<file path="config.mk">
export PLATFORM = sky130hd
export DESIGN_NAME = led_frame_ctrl_flat
export DESIGN_NICKNAME = d
export VERILOG_FILES = /design/src/rtl/led_pkg.sv /design/src/rtl/led_frame_ctrl_if.sv /design/src/rtl/led_rr_arb.sv /design/src/rtl/led_frame_ctrl.sv /design/src/flat_wrapper.sv
export SDC_FILE = /design/constraint.sdc
export NUM_CORES = 1
export LEC_CHECK = 0
export ABC_AREA = 1
export BUFFER_PORTS_ARGS = -buffer_cell sky130_fd_sc_hd__clkbuf_2
export CORE_AREA = 2 2 96 98
export DETAILED_ROUTE_END_ITERATION = 6
export DIE_AREA = 0 0 98 100
export SETUP_SLACK_MARGIN = 0.05
export SKIP_CTS_REPAIR_TIMING = 1
export SLEW_MARGIN = 25
export SYNTH_ARGS = -nofsm -noshare
export SYNTH_HDL_FRONTEND = slang
export SYNTH_SLANG_ARGS = --single-unit
export TNS_END_PERCENT = 100
</file>
<file path="constraint.sdc">
create_clock -name clk12MHz -period 6.7 [get_ports clk12MHz]
set_clock_uncertainty 0.05 [all_clocks]
set_input_delay 1.34 -clock clk12MHz [delete_from_list [all_inputs] [get_ports clk12MHz]]
set_output_delay 1.34 -clock clk12MHz [all_outputs]
set_load 0.03 [all_outputs]
</file>
<file path="src/rtl/led_pkg.sv">
// -----------------------------------------------------------------------------
// led_pkg
// Shared definitions for the LED matrix frame controller.
//   LED_COLS / LED_ROWS : matrix geometry (4 columns x 8 rows)
//   led_col_t           : column index
//   led_row_t           : one column's row bits
//   req_idx_e           : requester identity (REQ_A = CPU debug, REQ_B = status)
// -----------------------------------------------------------------------------
package led_pkg;

   localparam int LED_COLS = 4;
   localparam int LED_ROWS = 8;

   typedef logic [$clog2(LED_COLS)-1:0] led_col_t;
   typedef logic [LED_ROWS-1:0]         led_row_t;

   typedef enum logic {
      REQ_A = 1'b0,
      REQ_B = 1'b1
   } req_idx_e;

endpackage

</file>
<file path="src/rtl/led_frame_ctrl_if.sv">
// -----------------------------------------------------------------------------
// led_frame_ctrl_if
// Column-write handshake for both requesters of led_frame_ctrl.
//   x_req    : write request, level, held until ack
//   x_col    : target column
//   x_data   : row bits for that column
//   x_commit : single-cycle pulse, back buffer complete
//   x_ack    : single-cycle write acknowledge (driven by the controller)
// Modports: master = requester side, slave = controller side.
// -----------------------------------------------------------------------------
interface led_frame_ctrl_if;
   import led_pkg::*;

   logic     a_req;
   led_col_t a_col;
   led_row_t a_data;
   logic     a_commit;
   logic     a_ack;

   logic     b_req;
   led_col_t b_col;
   led_row_t b_data;
   logic     b_commit;
   logic     b_ack;

   modport master (
      output a_req, a_col, a_data, a_commit,
      output b_req, b_col, b_data, b_commit,
      input  a_ack, b_ack
   );

   modport slave (
      input  a_req, a_col, a_data, a_commit,
      input  b_req, b_col, b_data, b_commit,
      output a_ack, b_ack
   );

endinterface

</file>
<file path="src/rtl/led_rr_arb.sv">
// -----------------------------------------------------------------------------
// led_rr_arb
// Two-way write arbiter with ack masking. A requester is eligible only while
// its req is high and its ack is low, so a held req cannot write twice.
// Conflict resolution:
//   LEDCTRL_RR_EN defined   : round-robin, pointer moves only on a conflict
//   LEDCTRL_RR_EN undefined : fixed priority, A beats B, no pointer register
// Ports:
//   clk12MHz, reset : clock, async active-high reset
//   a_req, b_req    : request levels
//   a_grant, b_grant: combinational grant for the current cycle
//   a_ack, b_ack    : registered acks, high the cycle after a grant
// -----------------------------------------------------------------------------
module led_rr_arb
   import led_pkg::*;
(
   input  logic clk12MHz,
   input  logic reset,
   input  logic a_req,
   input  logic b_req,
   output logic a_grant,
   output logic b_grant,
   output logic a_ack,
   output logic b_ack
);

   logic a_elig;
   logic b_elig;

   assign a_elig = a_req & ~a_ack;
   assign b_elig = b_req & ~b_ack;

`ifdef LEDCTRL_RR_EN
   req_idx_e favour;

   // After a conflict the winner loses priority to the other requester.
   always_ff @(posedge clk12MHz or posedge reset) begin
      if (reset)
         favour <= REQ_A;
      else if (a_elig && b_elig)
         favour <= (favour == REQ_A) ? REQ_B : REQ_A;
   end

   always_comb begin
      a_grant = a_elig & (~b_elig | (favour == REQ_A));
      b_grant = b_elig & (~a_elig | (favour == REQ_B));
   end
`else
   assign a_grant = a_elig;
   assign b_grant = b_elig & ~a_elig;
`endif

   // NOTE: sequential state uses non-blocking assignments so every flop
   // samples pre-edge values regardless of statement order.
   always_ff @(posedge clk12MHz or posedge reset) begin
      if (reset) begin
         a_ack <= 1'b0;
         b_ack <= 1'b0;
      end else begin
         a_ack <= a_grant;
         b_ack <= b_grant;
      end
   end

endmodule

</file>
<file path="src/rtl/led_frame_ctrl.sv">
// -----------------------------------------------------------------------------
// led_frame_ctrl
// Double-buffered frame controller for the 4x8 LED matrix. Column writes from
// two requesters land in a back buffer; a commit marks it complete and the
// back buffer is copied to the displayed front buffer on the last cycle of a
// scan frame, so the scanner never shows a half-updated image.
// Optional feature macro: LEDCTRL_RR_EN (round-robin arbitration in led_rr_arb).
// Ports:
//   clk12MHz, reset      : clock, async active-high reset
//   bus (slave)          : A/B req/col/data/commit in, ack out
//   leds1..leds4         : front buffer columns 0..3
//   scan_col             : column currently scanned (top 2 counter bits)
//   frame_tick           : high on the last cycle of each frame
//   swap_pending         : a commit is waiting for the next frame boundary
// -----------------------------------------------------------------------------
module led_frame_ctrl
   import led_pkg::*;
#(
   parameter int SCAN_BITS = 12
) (
   input  logic                   clk12MHz,
   input  logic                   reset,
   led_frame_ctrl_if.slave        bus,
   output led_row_t               leds1,
   output led_row_t               leds2,
   output led_row_t               leds3,
   output led_row_t               leds4,
   output led_col_t               scan_col,
   output logic                   frame_tick,
   output logic                   swap_pending
);

   // Count value one cycle before the frame's last cycle; frame_tick is
   // registered from it so the tick coincides with the all-ones count.
   localparam logic [SCAN_BITS-1:0] SCAN_PRE_LAST = {{(SCAN_BITS-1){1'b1}}, 1'b0};

   logic [SCAN_BITS-1:0] scan_cnt;
   logic                 tick_q;
   logic                 pending_q;
   led_row_t             back  [LED_COLS];
   led_row_t             front [LED_COLS];

   logic     a_grant;
   logic     b_grant;
   logic     wr_en;
   led_col_t wr_col;
   led_row_t wr_data;

   led_rr_arb u_arb (
      .clk12MHz (clk12MHz),
      .reset    (reset),
      .a_req    (bus.a_req),
      .b_req    (bus.b_req),
      .a_grant  (a_grant),
      .b_grant  (b_grant),
      .a_ack    (bus.a_ack),
      .b_ack    (bus.b_ack)
   );

   // NOTE: every always_comb output gets a default first so no path leaves
   // it unassigned and no latch is inferred.
   always_comb begin
      wr_en   = a_grant | b_grant;
      wr_col  = bus.b_col;
      wr_data = bus.b_data;
      if (a_grant) begin
         wr_col  = bus.a_col;
         wr_data = bus.a_data;
      end
   end

   always_ff @(posedge clk12MHz or posedge reset) begin
      if (reset) begin
         scan_cnt <= '0;
         tick_q   <= 1'b0;
      end else begin
         scan_cnt <= scan_cnt + 1'b1;
         tick_q   <= (scan_cnt == SCAN_PRE_LAST);
      end
   end

   // A commit always arms the next boundary, even one arriving on the tick
   // cycle while an earlier commit is being swapped.
   always_ff @(posedge clk12MHz or posedge reset) begin
      if (reset)
         pending_q <= 1'b0;
      else
         pending_q <= (pending_q & ~tick_q) | bus.a_commit | bus.b_commit;
   end

   // NOTE: the buffers are small register arrays that must read as zero
   // after reset, so they sit in the reset branch like any other flop.
   // The swap copies pre-edge back contents; a write in the same cycle
   // shows up only on the following swap.
   always_ff @(posedge clk12MHz or posedge reset) begin
      if (reset) begin
         for (int i = 0; i < LED_COLS; i++) begin
            back[i]  <= '0;
            front[i] <= '0;
         end
      end else begin
         if (wr_en)
            back[wr_col] <= wr_data;
         if (tick_q && pending_q) begin
            for (int i = 0; i < LED_COLS; i++)
               front[i] <= back[i];
         end
      end
   end

   assign leds1        = front[0];
   assign leds2        = front[1];
   assign leds3        = front[2];
   assign leds4        = front[3];
   assign scan_col     = scan_cnt[SCAN_BITS-1 -: 2];
   assign frame_tick   = tick_q;
   assign swap_pending = pending_q;

endmodule

</file>
<file path="src/flat_wrapper.sv">
// flat-port wrapper written by rule: the top's interface ports become plain ports
module led_frame_ctrl_flat import led_pkg::*;
#(
   parameter int SCAN_BITS = 12
)
  (clk12MHz, reset, leds1, leds2, leds3, leds4, scan_col, frame_tick, swap_pending, bus_a_req, bus_a_col, bus_a_data, bus_a_commit, bus_b_req, bus_b_col, bus_b_data, bus_b_commit, bus_a_ack, bus_b_ack);
  led_frame_ctrl_if bus_i ();
  input  logic clk12MHz;
  input  logic reset;
  output led_row_t leds1;
  output led_row_t leds2;
  output led_row_t leds3;
  output led_row_t leds4;
  output led_col_t scan_col;
  output logic frame_tick;
  output logic swap_pending;
  input wire logic [$bits(bus_i.a_req)-1:0] bus_a_req;
  input wire logic [$bits(bus_i.a_col)-1:0] bus_a_col;
  input wire logic [$bits(bus_i.a_data)-1:0] bus_a_data;
  input wire logic [$bits(bus_i.a_commit)-1:0] bus_a_commit;
  input wire logic [$bits(bus_i.b_req)-1:0] bus_b_req;
  input wire logic [$bits(bus_i.b_col)-1:0] bus_b_col;
  input wire logic [$bits(bus_i.b_data)-1:0] bus_b_data;
  input wire logic [$bits(bus_i.b_commit)-1:0] bus_b_commit;
  output wire logic [$bits(bus_i.a_ack)-1:0] bus_a_ack;
  output wire logic [$bits(bus_i.b_ack)-1:0] bus_b_ack;
  assign bus_i.a_req = bus_a_req;
  assign bus_i.a_col = bus_a_col;
  assign bus_i.a_data = bus_a_data;
  assign bus_i.a_commit = bus_a_commit;
  assign bus_i.b_req = bus_b_req;
  assign bus_i.b_col = bus_b_col;
  assign bus_i.b_data = bus_b_data;
  assign bus_i.b_commit = bus_b_commit;
  assign bus_a_ack = bus_i.a_ack;
  assign bus_b_ack = bus_i.b_ack;
  led_frame_ctrl #(.SCAN_BITS(SCAN_BITS)) u_core (.clk12MHz(clk12MHz), .reset(reset), .bus(bus_i), .leds1(leds1), .leds2(leds2), .leds3(leds3), .leds4(leds4), .scan_col(scan_col), .frame_tick(frame_tick), .swap_pending(swap_pending));
endmodule
</file>
==> impl_metrics.yaml <==
timing:
  period_share: 0.3516
  slew-limit-headroom: 0.5298
  fin_hold_ws_ns: 0.4242
  hold_viol: 0
  maxSlewViolCount: 0
  min_period_ns: 2.355
  grt_setup_unrepaired: "false"
  tightestPinTransition_ns: 0.7053
  tns_ns: 0
  finalSetupViolations: 0
  max_freq_ghz: 0.4246
synth:
  yosys_warnings: 0
  synthCells: 322
  avgSynthCellArea_sq_um: 10.64
  synthMuxAreaShare: 0.1051
  ys_seq_area_frac: 0.5842
  syn_nets: 350
  ys_seq_elements: 80
  synth_fa_ha_area_frac: 0.007302
  synth-compound-area-share: 0.001460
  synth-simple-area-share: 0.2388
  netlist_area_sq_um: 3427
  synthXorXnorAreaFrac: 0.02045
  synth_top_family_by_area: "simple AND/OR/NAND/NOR gates"
  synth_cell_types: 22
placement:
  dp.final_hpwl_mm: 4.792
  io_buffers: 63
  placed_area_sq_um: 3817
  place_congestion: 0.7879
worst_setup_path:
  r2r-start: "u_core.u_arb.a_ack"
  critPathTopFamily: "flip-flops"
  crit_required_ns: 5.31
  arrival_ns: 0.97
  cp.depth: 1
  ff2ff_setup_slack_ns: 5.04
  critPathCaptureType: "output port"
  rr_worst_depth: 7
  worstReg2RegEnd: "u_core.back[12]"
  cp-endpoint: "scan_col[1]"
  start_kind: "flip-flop"
  slowest_stage: "dfrtp_1"
  max_stage_delay_ns: 0.39
  crit_type: "flip-flop to output port"
  worstSetupStartpoint: "u_core.scan_cnt[11]"
  worstPathMaxFanout: 4
  crit_chain: "clkbuf_2"
  cp.buffers_inverters: 1
pwr:
  p_leak_nw: 2.226
  pwr-share-clk: 0.387
  switchingPower_uw: 291.4
  comb_power_share: 0.106
  finalPower_mw: 1.134
  ir_drop_mv: 0.1644
  power.density_nw_per_um2: 278.3
  swShare: 0.2570
  power.internal_uw: 842.5
  seqPwrFrac: 0.507
route:
  wirelength_mm: 6.856
  firstDrtPassIters: 4
  drc: 0
  drtIter0Drc: 130
  drt-vias-per-instance: 4.671
  wl_per_cell_um: 13.60
  via_count: 2354
  ant_nets: 0
cts:
  clk_pin_slew_ns: 0.08
  htreeDepth: 3
  cts_buffers: 9
  worstSkewPairLatency_ns: 0.35
  clockBufferDepth: 2
  cts_sinks: 80
  cts_root_buf: "clkbuf_8"
  cts_tree: "built"
final_layout:
  diodes: 0
  nets: 416
  drive_above_1_share: 0.3435
  layout_common_cells: "nand2_1 (99), dfrtp_1 (80), clkbuf_2 (63)"
  fillCellCount: 881
  synthToLayoutAreaGrowth_pct: 18.88
  final_common_cell: "nand2_1"
  stdcell_area_sq_um: 4074
global_route:
  overflow: 0
  grt_max_degree: 81
  antenna_found_initial: 0
  grt_pass1_wl_mm: 11.75
  grt_pass1_vias: 2382
  track_usage: 0.1526
flow_run:
  cap_violations: 0
run_status:
  status: "complete, no violations"
die:
  start_util: 0.3855
  die_w_um: 98
  die_height_um: 100
  die_area_sq_um: 9800
  core_area_sq_um: 8890
  num_io_pins: 64
  num_rows: 35
worst_hold_path:
  min-delay-start: "u_core.back[24]"
  min_path_cells: 2
  hold_path_class: "flip-flop to flip-flop"
worst min-delay path by stage:
stage	slack (ns)	end
6_report	0.42	u_core.back[24]
5_1_grt	0.45	u_core.back[26]
4_1_cts	0.43	u_core.back[24]
3_5_place_dp	0.41	u_core.back[24]
3_3_place_gp	0.41	u_core.back[25]
2_1_floorplan	0.39	u_core.back[24]
state kept, by name (all words and copies together) (netlist names):
signal	count
u_core.back	32
u_core.frame_tick	1
u_core.leds2	8
u_core.scan_cnt	12
u_core.u_arb.b_ack	1
u_core.swap_pending	1
u_core.leds1	8
u_core.leds4	8
u_core.u_arb.a_ack	1
u_core.leds3	8
kinds of logic (layout without fill, tap and decap cells):
group / Yosys count / after routing
compound gates: 1 / 1
flops: 80 / 80
fa+ha+maj: 2 / 2
buf+inv: 27 / 98
simple gates: 172 / 172
mux: 32 / 32
xor+xnor: 8 / 8
stage by stage:
| stage | cells | setup slack (ns) | util |
|---|---|---|---|
| after floorplan | 322 | 3.258 | - |
| after global placement | 488 | 4.102 | 0.4294 |
| after detailed placement | 488 | 4.025 | 0.4294 |
| after CTS | 504 | 4.325 | 0.4578 |
| after global routing | 504 | 4.291 | 0.4583 |
| final | 504 | 4.345 | 0.4583 |
area by class of cell:
type                    instances  area (sq um)  share of cell area
multi-input cells             215          1279              0.3139
clock buffers                  10         137.6             0.03378
clock inverters                 6         115.1             0.02826
well taps                     111         138.9             0.03409
flip-flops and latches         80          2002              0.4914
repair buffers                 65         334.1             0.08200
inverters                      17         67.56             0.01658
power groups by stage:
stage | Clock, mW | Sequential [mW] | Combinational (mW)
6_report | 0.438 | 0.575 | 0.120
3_3_place_gp | 0 | 0.586 | 0.117
2_1_floorplan | 0 | 0.572 | 0.0952
5_1_grt | 0.470 | 0.583 | 0.140
3_5_place_dp | 0 | 0.585 | 0.121
4_1_cts | 0.452 | 0.576 | 0.122
layer usage:
metal,part of all wire,track usage
met5,0,0
met1,0.45,0.1958
met2,0.50,0.2508
met4,0.0088,0.04487
met3,0.044,0.04735
synthesized netlist by cell type:
| cell | count | area, sq um |
|---|---|---|
| ha_1 | 2 | 25.02 |
| nand3b_1 | 3 | 22.52 |
| inv_2 | 1 | 3.750 |
| mux2_2 | 32 | 360.4 |
| xnor2_1 | 1 | 8.760 |
| buf_6 | 4 | 45.04 |
| inv_1 | 15 | 56.30 |
| nor3_1 | 4 | 20.02 |
| nor2_8 | 2 | 40.04 |
| nand3_2 | 2 | 20.02 |
| nand2_4 | 4 | 45.04 |
| o21ai_0 | 1 | 5.000 |
| nand2_1 | 99 | 371.6 |
| xor2_1 | 7 | 61.31 |
| nand3_1 | 39 | 195.2 |
| inv_4 | 1 | 6.260 |
| nand2_2 | 11 | 68.82 |
| buf_4 | 2 | 15.01 |
| buf_2 | 4 | 20.02 |
| nand4_1 | 2 | 12.51 |
| nor2_1 | 6 | 22.52 |
| dfrtp_1 | 80 | 2002 |
(Power assumes the default switching activity.)
